### config.mk
export PLATFORM = sky130hd
export DESIGN_NAME = dlatch_bank
export DESIGN_NICKNAME = d
export VERILOG_FILES = /design/src/rtl/dlatch_bank_pkg.sv /design/src/rtl/dlatch_chan.sv /design/src/rtl/dlatch_bank.sv
export SDC_FILE = /design/constraint.sdc
export NUM_CORES = 1
export LEC_CHECK = 0
export CELL_PAD_IN_SITES_DETAIL_PLACEMENT = 2
export CELL_PAD_IN_SITES_GLOBAL_PLACEMENT = 2
export CORE_ASPECT_RATIO = 1.1
export CORE_UTILIZATION = 26
export DETAILED_ROUTE_END_ITERATION = 8
export PLACE_DENSITY_LB_ADDON = 0.05
export SETUP_SLACK_MARGIN = 0.1
export SKIP_LAST_GASP = 1
export SLEW_MARGIN = 20
export SYNTH_ARGS = -nofsm -noshare
export SYNTH_HDL_FRONTEND = slang
export SYNTH_SLANG_ARGS = --single-unit
export TNS_END_PERCENT = 1
### constraint.sdc
create_clock -name clk -period 2.65 [get_ports clk]
set_input_delay 0.53 -clock clk [delete_from_list [all_inputs] [get_ports clk]]
set_output_delay 0.53 -clock clk [all_outputs]
set_load 0.03 [all_outputs]
### src/rtl/dlatch_bank_pkg.sv
// Shared types and constants for the dlatch_bank latch-bank slice.
package dlatch_bank_pkg;

    typedef enum logic [1:0] {
        S_IDLE,
        S_RUN,
        S_FLUSH,
        S_END
    } bank_state_t;

    localparam logic MODE_LEVEL = 1'b0;
    localparam logic MODE_EDGE  = 1'b1;

    // Age counter width; never narrower than one bit so HOLD_MAX=0 still elaborates.
    function automatic int age_width(input int hold_max);
        return (hold_max > 0) ? $clog2(hold_max + 1) : 1;
    endfunction

endpackage

### src/rtl/dlatch_chan.sv
// One latch channel: held data, valid flag, saturating age counter and enable-edge history.
module dlatch_chan
    import dlatch_bank_pkg::*;
#(
    parameter int               WIDTH     = 8,
    parameter int               HOLD_MAX  = 15,
    parameter logic [WIDTH-1:0] FLUSH_VAL = '0
) (
    input  logic             clk,
    input  logic             rst,
    input  logic             cap_en,
    input  logic             flush_wr,
    input  logic             mode,
    input  logic             en,
    input  logic [WIDTH-1:0] d,
    output logic [WIDTH-1:0] q,
    output logic             valid,
    output logic             stale
);

    localparam int AW = age_width(HOLD_MAX);
    localparam logic [AW-1:0] AGE_MAX = AW'(HOLD_MAX);

    logic          en_prev;
    logic [AW-1:0] age;
    logic          capture;

    assign capture = cap_en && en && ((mode == MODE_LEVEL) || !en_prev);

    // NOTE: every flop here, including en_prev, is cleared by the synchronous
    // reset so an enable held high across reset is seen as a fresh edge.
    always_ff @(posedge clk) begin
        if (rst) begin
            q       <= '0;
            valid   <= 1'b0;
            age     <= '0;
            en_prev <= 1'b0;
        end else begin
            en_prev <= en;
            if (flush_wr) begin
                q     <= FLUSH_VAL;
                valid <= 1'b0;
                age   <= '0;
            end else if (capture) begin
                q     <= d;
                valid <= 1'b1;
                age   <= '0;
            end else if (valid && (age != AGE_MAX)) begin
                age <= age + 1'b1;
            end
        end
    end

    assign stale = valid && (age == AGE_MAX);

endmodule

### src/rtl/dlatch_bank.sv
// Bank of CHANNELS clocked latch channels with a sequenced flush walker.
module dlatch_bank
    import dlatch_bank_pkg::*;
#(
    parameter int               WIDTH     = 8,
    parameter int               CHANNELS  = 4,
    parameter int               HOLD_MAX  = 15,
    parameter logic [WIDTH-1:0] FLUSH_VAL = '0
) (
    input  logic                      clk,
    input  logic                      rst,
    input  logic [CHANNELS-1:0]       en,
    input  logic [CHANNELS*WIDTH-1:0] d,
    input  logic                      mode,
    input  logic                      flush_req,
    output logic [CHANNELS*WIDTH-1:0] q,
    output logic [CHANNELS*WIDTH-1:0] qb,
    output logic [CHANNELS-1:0]       valid,
    output logic [CHANNELS-1:0]       stale,
    output logic                      flush_ack,
    output logic                      busy
);

    localparam int PW = (CHANNELS > 1) ? $clog2(CHANNELS) : 1;
    localparam logic [PW-1:0] PTR_LAST = PW'(CHANNELS - 1);

    bank_state_t   state;
    logic [PW-1:0] ptr;
    logic          run;

    // NOTE: flush_ack is defaulted low at the top of the block and only raised
    // on the FLUSH->END transition, so it is high for exactly the END cycle.
    always_ff @(posedge clk) begin
        if (rst) begin
            state     <= S_IDLE;
            ptr       <= '0;
            flush_ack <= 1'b0;
        end else begin
            flush_ack <= 1'b0;
            case (state)
                S_IDLE: state <= S_RUN;
                S_RUN: begin
                    if (flush_req) begin
                        state <= S_FLUSH;
                        ptr   <= '0;
                    end
                end
                S_FLUSH: begin
                    if (ptr == PTR_LAST) begin
                        state     <= S_END;
                        flush_ack <= 1'b1;
                    end else begin
                        ptr <= ptr + 1'b1;
                    end
                end
                S_END:   state <= S_RUN;
                default: state <= S_IDLE;
            endcase
        end
    end

    assign run  = (state == S_RUN);
    assign busy = !run;
    assign qb   = ~q;

    for (genvar c = 0; c < CHANNELS; c++) begin : g_chan
        logic flush_wr;
        assign flush_wr = (state == S_FLUSH) && (ptr == PW'(c));

        dlatch_chan #(
            .WIDTH    (WIDTH),
            .HOLD_MAX (HOLD_MAX),
            .FLUSH_VAL(FLUSH_VAL)
        ) u_chan (
            .clk     (clk),
            .rst     (rst),
            .cap_en  (run),
            .flush_wr(flush_wr),
            .mode    (mode),
            .en      (en[c]),
            .d       (d[c*WIDTH +: WIDTH]),
            .q       (q[c*WIDTH +: WIDTH]),
            .valid   (valid[c]),
            .stale   (stale[c])
        );
    end

endmodule

==> qor.yml, run 1 <==
run_status:
  status: "completed"
global_routing:
  antenna_found_initial: 0
  grt-ovfl-total: 0
  grt_usage_pct: 14.87
  grt_pass1_vias: 2844
  grt_pass1_wl_um: 13800
  grt_max_degree: 19
cells_and_area:
  layout_common_cells: "clkdlybuf4s50_1 (112), dfxtp_1 (61), a21oi_1 (52)"
  syn2layout_area_growth_pct: 48.84
  drive_gt1_share_pct: 5.791
  nets: 494
  final_common_cell: "clkdlybuf4s50_1"
  diodes: 0
timing:
  period_needed_ns: 2.502
  max_slew_margin_pct: 60.23
  tightestPinTransition_ns: 0.5947
  hold_viol_final: 0
  fin_crit_sh_pct: 94.43
  finalSetupTns_ns: 0
  fmax_ghz: 0.3996
  timing.final.ws_setup_ns: 0.1477
  clock_skew_ns: 0.007837
  setup_viol: 0
  slew_violations: 0
  rsz0062_at_grt: "yes"
logic_synthesis:
  synth_seq_cells: 61
  synthDistinctLibCells: 34
  syn_area_um2: 2954
  yosysWarningCount: 0
  syn_nets: 395
  syn_area_per_cell_um2: 8.563
  ys_seq_area_share_pct: 41.34
  synth_cells: 345
routing:
  num_vias: 2800
  drt_iter0_markers: 63
  viasPerCell: 4.698
  drc: 0
  drt-total-wl_um: 8566
  first_pass_iters: 4
  routedWlPerCell_um: 14.37
  ant_nets: 0
placed_design:
  post-place-ws_ns: 0.4779
  dp_hpwl_um: 6316
  gp_congestion: 0.7280
  io_buffers: 113
min_path:
  hp-class: "reg2reg"
  hold_path_depth: 2
  hp-start: "g_chan[3].u_chan.q[6]"
  hold_end: "g_chan[3].u_chan.q[6]"
floorplanning:
  start_util_pct: 26.83
  num_rows: 40
  die_h_um: 113.8
  coreArea_um2: 11010
  dieArea_um2: 11790
  fp.dieW_um: 103.6
  io_pins: 114
worst_setup_path:
  reg2reg_depth: 5
  cp.required_ns: 2.12
  endpoint_kind: "output port"
  arrival_ns: 1.97
  timing.rr.end: "g_chan[2].u_chan.q[2]"
  crit_path_start_kind: "register"
  r2r_slack_ns: 0.92
  worstReg2RegStart: "state[1]"
  path_max_fanout: 5
  critPathKind: "reg2out"
power_and_ir_drop:
  p_leak_nw: 1.573
  ir_drop_mv: 0.3282
  power_density_nw_per_um2: 734.2
clock_network:
  clock_latency_ns: 0.33
  cts_root_buf: "clkbuf_16"
  cts_buffers: 9
  cts_max_level: 3
  clk_path_buf_depth: 2
  cts.sinks: 61
  cts_tree: "yes"
  cts_setup_buffers: 0
  clk_pin_slew_ns: 0.05
run:
  maxCapViolCount: 0
## area by class of cell
| type | count | area (um2) |
|---|---|---|
| Clock buffer | 11 | 242.7 |
| Clock inverter | 5 | 50.05 |
| Fill cell | 1259 | 6614 |
| Tap cell | 147 | 183.9 |
| Sequential cell | 61 | 1221 |
| Inverter | 44 | 165.2 |
| Timing Repair Buffer | 113 | 1134 |
| Multi-Input combinational cell | 215 | 1400 |
## sequential cells by signal, indices dropped and copies added (netlist names)
name,count
g_chan.u_chan.q,32
g_chan.u_chan.age,16
g_chan.u_chan.en_prev,4
g_chan.u_chan.valid,4
ptr,2
state,2
flush_ack,1
## synthesized netlist by cell type
cell type | instances | area, um2
o21ba_2 | 1 | 10.01
nand3b_1 | 6 | 45.04
ha_1 | 10 | 125.1
clkbuf_1 | 1 | 3.750
a311oi_1 | 1 | 8.760
nand2_1 | 1 | 3.750
buf_2 | 10 | 50.05
or2_2 | 1 | 6.260
and2_1 | 12 | 75.07
nand2b_1 | 4 | 25.02
or3b_1 | 32 | 280.3
nor3_1 | 7 | 35.03
clkbuf_2 | 1 | 5.000
buf_1 | 1 | 3.750
mux2i_1 | 1 | 10.01
dfxtp_1 | 61 | 1221
and3_1 | 4 | 25.02
or3_1 | 4 | 25.02
buf_4 | 8 | 60.06
o21ai_2 | 4 | 35.03
and4b_1 | 1 | 10.01
and4_1 | 4 | 35.03
nor2b_1 | 5 | 31.28
nor2_1 | 2 | 7.510
o21ai_0 | 47 | 235.2
nand4_1 | 4 | 25.02
a21o_1 | 3 | 22.52
a211oi_1 | 3 | 22.52
a22oi_1 | 1 | 7.510
and2_4 | 1 | 8.760
a21oi_1 | 52 | 260.3
nand2_2 | 4 | 25.02
inv_1 | 44 | 165.2
buf_6 | 4 | 45.04
## timing repair
item	in CTS	in global routing
setup endpoints to repair	0	2
hold buffers	0	0
hold endpoints to repair	0	0
gates resized for setup	0	1
## worst max path at each step
stage / from / to
detailed placement: g_chan[2].u_chan.age[0] / stale[2]
finish: g_chan[1].u_chan.age[0] / stale[1]
CTS: g_chan[2].u_chan.age[0] / stale[2]
global placement: g_chan[0].u_chan.age[0] / stale[0]
floorplan: g_chan[0].u_chan.age[0] / stale[0]
global route: g_chan[1].u_chan.age[0] / stale[1]
## kinds of logic after synthesis
kind of cell             synth area share (%)
AO/OA/AOI/OAI                           20.37
flip-flops                              41.34
AND/OR/NAND/NOR                         22.45
buffers and inverters                   11.27
adder cells (fa/ha/maj)                 4.235
multiplexers                           0.3389
## routing by layer
metal	routed length [um]	global-route usage, %
met4	138	6.087
met3	254	3.714
met1	3614	16.65
met5	0	0
met2	4559	26.98
## report_power, final
group          total, mW  internal, mW  switching, mW
Clock               1.16         0.746          0.410
Sequential          1.11          1.02         0.0884
Combinational      0.967         0.401          0.566
Total               3.23          2.16           1.06
## worst max-delay path, stage by stage, from the launching register on
cell             delay (ns)
dfxtp_1                0.38
ha_1                   0.23
and3_1                 0.23
and2_1                 0.14
clkdlybuf4s50_1        0.66
## through the flow
stage / area, um2 / total power [mW] / hold slack, ns / instances / util, %
2_1_floorplan: 2954 / 1.717 / 0.4606 / 345 / -
6_report: 4397 / 3.228 / 0.4912 / 596 / 39.93
3_5_place_dp: 4101 / 2.103 / 0.4895 / 580 / 37.25
3_3_place_gp: 4101 / 2.075 / 0.4796 / 580 / 37.25
5_1_grt: 4397 / 3.402 / 0.5202 / 596 / 39.93
4_1_cts: 4394 / 3.284 / 0.5021 / 596 / 39.91
(Power assumes the default switching activity.)
==> run 2, diff against run 1 <==
--- a/config.mk
+++ b/config.mk
@@ -5,6 +5,7 @@
 export SDC_FILE = /design/constraint.sdc
 export NUM_CORES = 1
 export LEC_CHECK = 0
+export CAP_MARGIN = 40
 export CELL_PAD_IN_SITES_DETAIL_PLACEMENT = 2
 export CELL_PAD_IN_SITES_GLOBAL_PLACEMENT = 2
 export CORE_ASPECT_RATIO = 1.1
@@ -12,8 +13,8 @@
 export DETAILED_ROUTE_END_ITERATION = 8
 export PLACE_DENSITY_LB_ADDON = 0.05
 export SETUP_SLACK_MARGIN = 0.1
+export SKIP_CTS_REPAIR_TIMING = 1
 export SKIP_LAST_GASP = 1
-export SLEW_MARGIN = 20
 export SYNTH_ARGS = -nofsm -noshare
 export SYNTH_HDL_FRONTEND = slang
 export SYNTH_SLANG_ARGS = --single-unit
==> results of run 2 <==
The final DEF is identical to that of run 1; final timing and power are the same.
==> run 3, diff against run 2 <==
--- a/config.mk
+++ b/config.mk
@@ -9,7 +9,7 @@
 export CELL_PAD_IN_SITES_DETAIL_PLACEMENT = 2
 export CELL_PAD_IN_SITES_GLOBAL_PLACEMENT = 2
 export CORE_ASPECT_RATIO = 1.1
-export CORE_UTILIZATION = 26
+export CORE_UTILIZATION = 25
 export DETAILED_ROUTE_END_ITERATION = 8
 export PLACE_DENSITY_LB_ADDON = 0.05
 export SETUP_SLACK_MARGIN = 0.1
==> constraint.sdc (replaced) <==
create_clock -name clk -period 2.5 [get_ports clk]
set_input_delay 0.5 -clock clk [delete_from_list [all_inputs] [get_ports clk]]
set_output_delay 0.5 -clock clk [all_outputs]
set_load 0.03 [all_outputs]
==> run 3 against run 2 <==
First-iteration DRC count grew 13%. Core utilization fell by 1.6 points. Clock power barely moved. Die area is 3.9% higher. Critical path type unchanged. Critical endpoint is now stale[0]. Highest routed layer unchanged.
==> qor.yml, run 3 (synthesis gave the netlist of run 1 again) <==
floorplanning:
  die_h_um: 116.0  # +1.9%
  start_util_pct: 25.71  # -1.1 points
  dieArea_um2: 12260  # +3.9%
  coreArea_um2: 11490  # +4.4%
  fp.dieW_um: 105.6  # +1.9%
  num_rows: 41  # +2.5%
  io_pins: 114  # unchanged
clock_network:
  cts_buffers: 9  # unchanged
  cts_max_level: 3  # unchanged
  clock_latency_ns: 0.33  # about the same
  clk_pin_slew_ns: 0.05  # about the same
  cts_root_buf: "clkbuf_16"
  cts.sinks: 61  # unchanged
  cts_tree: "yes"
  clk_path_buf_depth: 2  # unchanged
min_path:
  hp-class: "reg2reg"
power_and_ir_drop:
  power_density_nw_per_um2: 768.8  # +4.7%
  p_leak_nw: 1.573  # about the same
  power_frac_seq_pct: 34.6  # +0.4 points
  power.internal_mw: 2.255  # +4.2%
  p_clk_share_pct: 34.8  # -1.0 points
  power_mw: 3.384  # +4.8%
  comb_power_share_pct: 30.6  # +0.6 points
  switchingPower_mw: 1.128  # +6.0%
  ir_drop_mv: 0.3194  # -2.7%
  switching_share_pct: 33.35  # +0.38 points
worst_setup_path:
  arrival_ns: 1.98  # about the same
  endpoint_kind: "output port"
  critPathKind: "reg2out"
  cp.required_ns: 2.00  # -0.12 ns
  crit_chain: "ha_1 > and3_1 > and2_1 > clkdlybuf4s50_1"
  path_max_fanout: 5  # unchanged
  critPathSlowestCell: "clkdlybuf4s50_1"
  slowest_delay_ns: 0.67  # about the same
  crit_path_start_kind: "register"
routing:
  drt_iter0_markers: 71  # +13%
  viasPerCell: 4.692  # -0.13%
  first_pass_iters: 4  # unchanged
  routedWlPerCell_um: 14.34  # -0.25%
  ant_nets: 0  # unchanged
  drc: 0  # unchanged
  num_vias: 2815  # +0.54%
  drt-total-wl_um: 8602  # +0.42%
cells_and_area:
  final_common_cell: "clkdlybuf4s50_1"
  design_area_um2: 4402  # +0.11%
  drive_gt1_share_pct: 5.778  # -0.013 points
  diodes: 0  # unchanged
  multi_input_area_um2: 1400  # unchanged
  regMostFlops: "g_chan.u_chan.q"
  layout_common_cells: "clkdlybuf4s50_1 (112), dfxtp_1 (61), a21oi_1 (52)"
  largest_reg_flops: 32  # unchanged
  fillCellCount: 1295  # +2.9%
  register_area_um2: 1221  # unchanged
  syn2layout_area_growth_pct: 49.00
  nets: 496  # +0.40%
  reg_top3: "g_chan.u_chan.q: 32 flops, g_chan.u_chan.age: 16 flops"
timing:
  slew_violations: 0  # unchanged
  period_needed_ns: 2.484
  max_slew_margin_pct: 63.11  # +2.9 points
  clock_skew_ns: 0.005031  # -0.002807 ns
  setup_viol: 0  # unchanged
  hold_viol_final: 0  # unchanged
  finalSetupTns_ns: 0  # unchanged
  timing.final.ws_setup_ns: 0.01610  # -0.1316 ns
  tightestPinTransition_ns: 0.5534  # -0.04128 ns
  fmax_ghz: 0.4026
  rsz0062_at_grt: "yes"
  fin_crit_sh_pct: 99.36
global_routing:
  met1_usage_pct: 16.58  # -0.080 points
  grt_busiest_layer: "met2"
  grt_max_degree: 19  # unchanged
  grtUsageMet2_pct: 26.14  # -0.84 points
  use_met3_pct: 4.274  # +0.56 points
  grt_pass1_vias: 2916  # +2.5%
  antenna_found_initial: 0  # unchanged
  grt-ovfl-total: 0  # unchanged
  grt_usage_pct: 14.83  # -0.032 points
  grt_pass1_wl_um: 14140  # +2.4%
placed_design:
  dp_hpwl_um: 6292  # -0.38%
  postPlaceCellArea_um2: 4120  # +0.46%
  io_buffers: 113  # unchanged
  post-place-ws_ns: 0.3501  # -0.1278 ns
  gp_congestion: 0.7296  # +0.22%
run_status:
  status: "completed"
run:
  maxCapViolCount: 0  # unchanged
[run 3: metal layers]
metal	up-vias	routed length, um
met1	1350	3535
met3	13	489
met5	-	0
li1	1389	-
met4	0	149
met2	63	4427
[run 3: per-stage QoR]
step                      hold WS [ns]  std cells  util (%)
after global routing            0.5218        600     38.31
final                           0.4939        600     38.31
after floorplan                 0.4606        345         -
after global placement          0.4796        585     35.86
after CTS                       0.5047        600     38.28
after detailed placement        0.4961        585     35.86
[run 3: cell type report]
| class | instances | area share [%] |
|---|---|---|
| clock buffer | 14 | 6.225 |
| multi-input combinational | 215 | 31.81 |
| inverter | 44 | 3.752 |
| sequential | 61 | 27.74 |
| tap | 150 | 4.264 |
| clock inverter | 1 | 0.1137 |
| timing repair buffer | 115 | 26.09 |
[run 3: power by group through the flow]
stage,registers [mW],clock network (mW),logic (mW)
after global routing,1.19,1.25,1.13
after detailed placement,1.19,0,1.05
after floorplan,1.28,0,0.544
after global placement,1.19,0,1.02
final,1.17,1.18,1.04
after CTS,1.17,1.22,1.06
[run 3: worst paths after layout]
| check | start | end | slack (ns) | cells after the start |
|---|---|---|---|---|
| worst max-delay path | g_chan[0].u_chan.age[0] | stale[0] | 0.02 | 4 |
| worst min-delay path | g_chan[2].u_chan.q[5] | g_chan[2].u_chan.q[5] | 0.49 | 2 |
| worst max register to register | state[1] | g_chan[3].u_chan.q[1] | 0.93 | 6 |
| worst min register to register | g_chan[2].u_chan.q[5] | g_chan[2].u_chan.q[5] | 0.49 | 2 |
[run 3: worst max-delay path: cells and delay by family, from the launching register on]
family,cells,cell delay (ns)
adders and majority gates,1,0.23
buffers and inverters,1,0.67
DFF,1,0.37
and+or+nand+nor,2,0.38
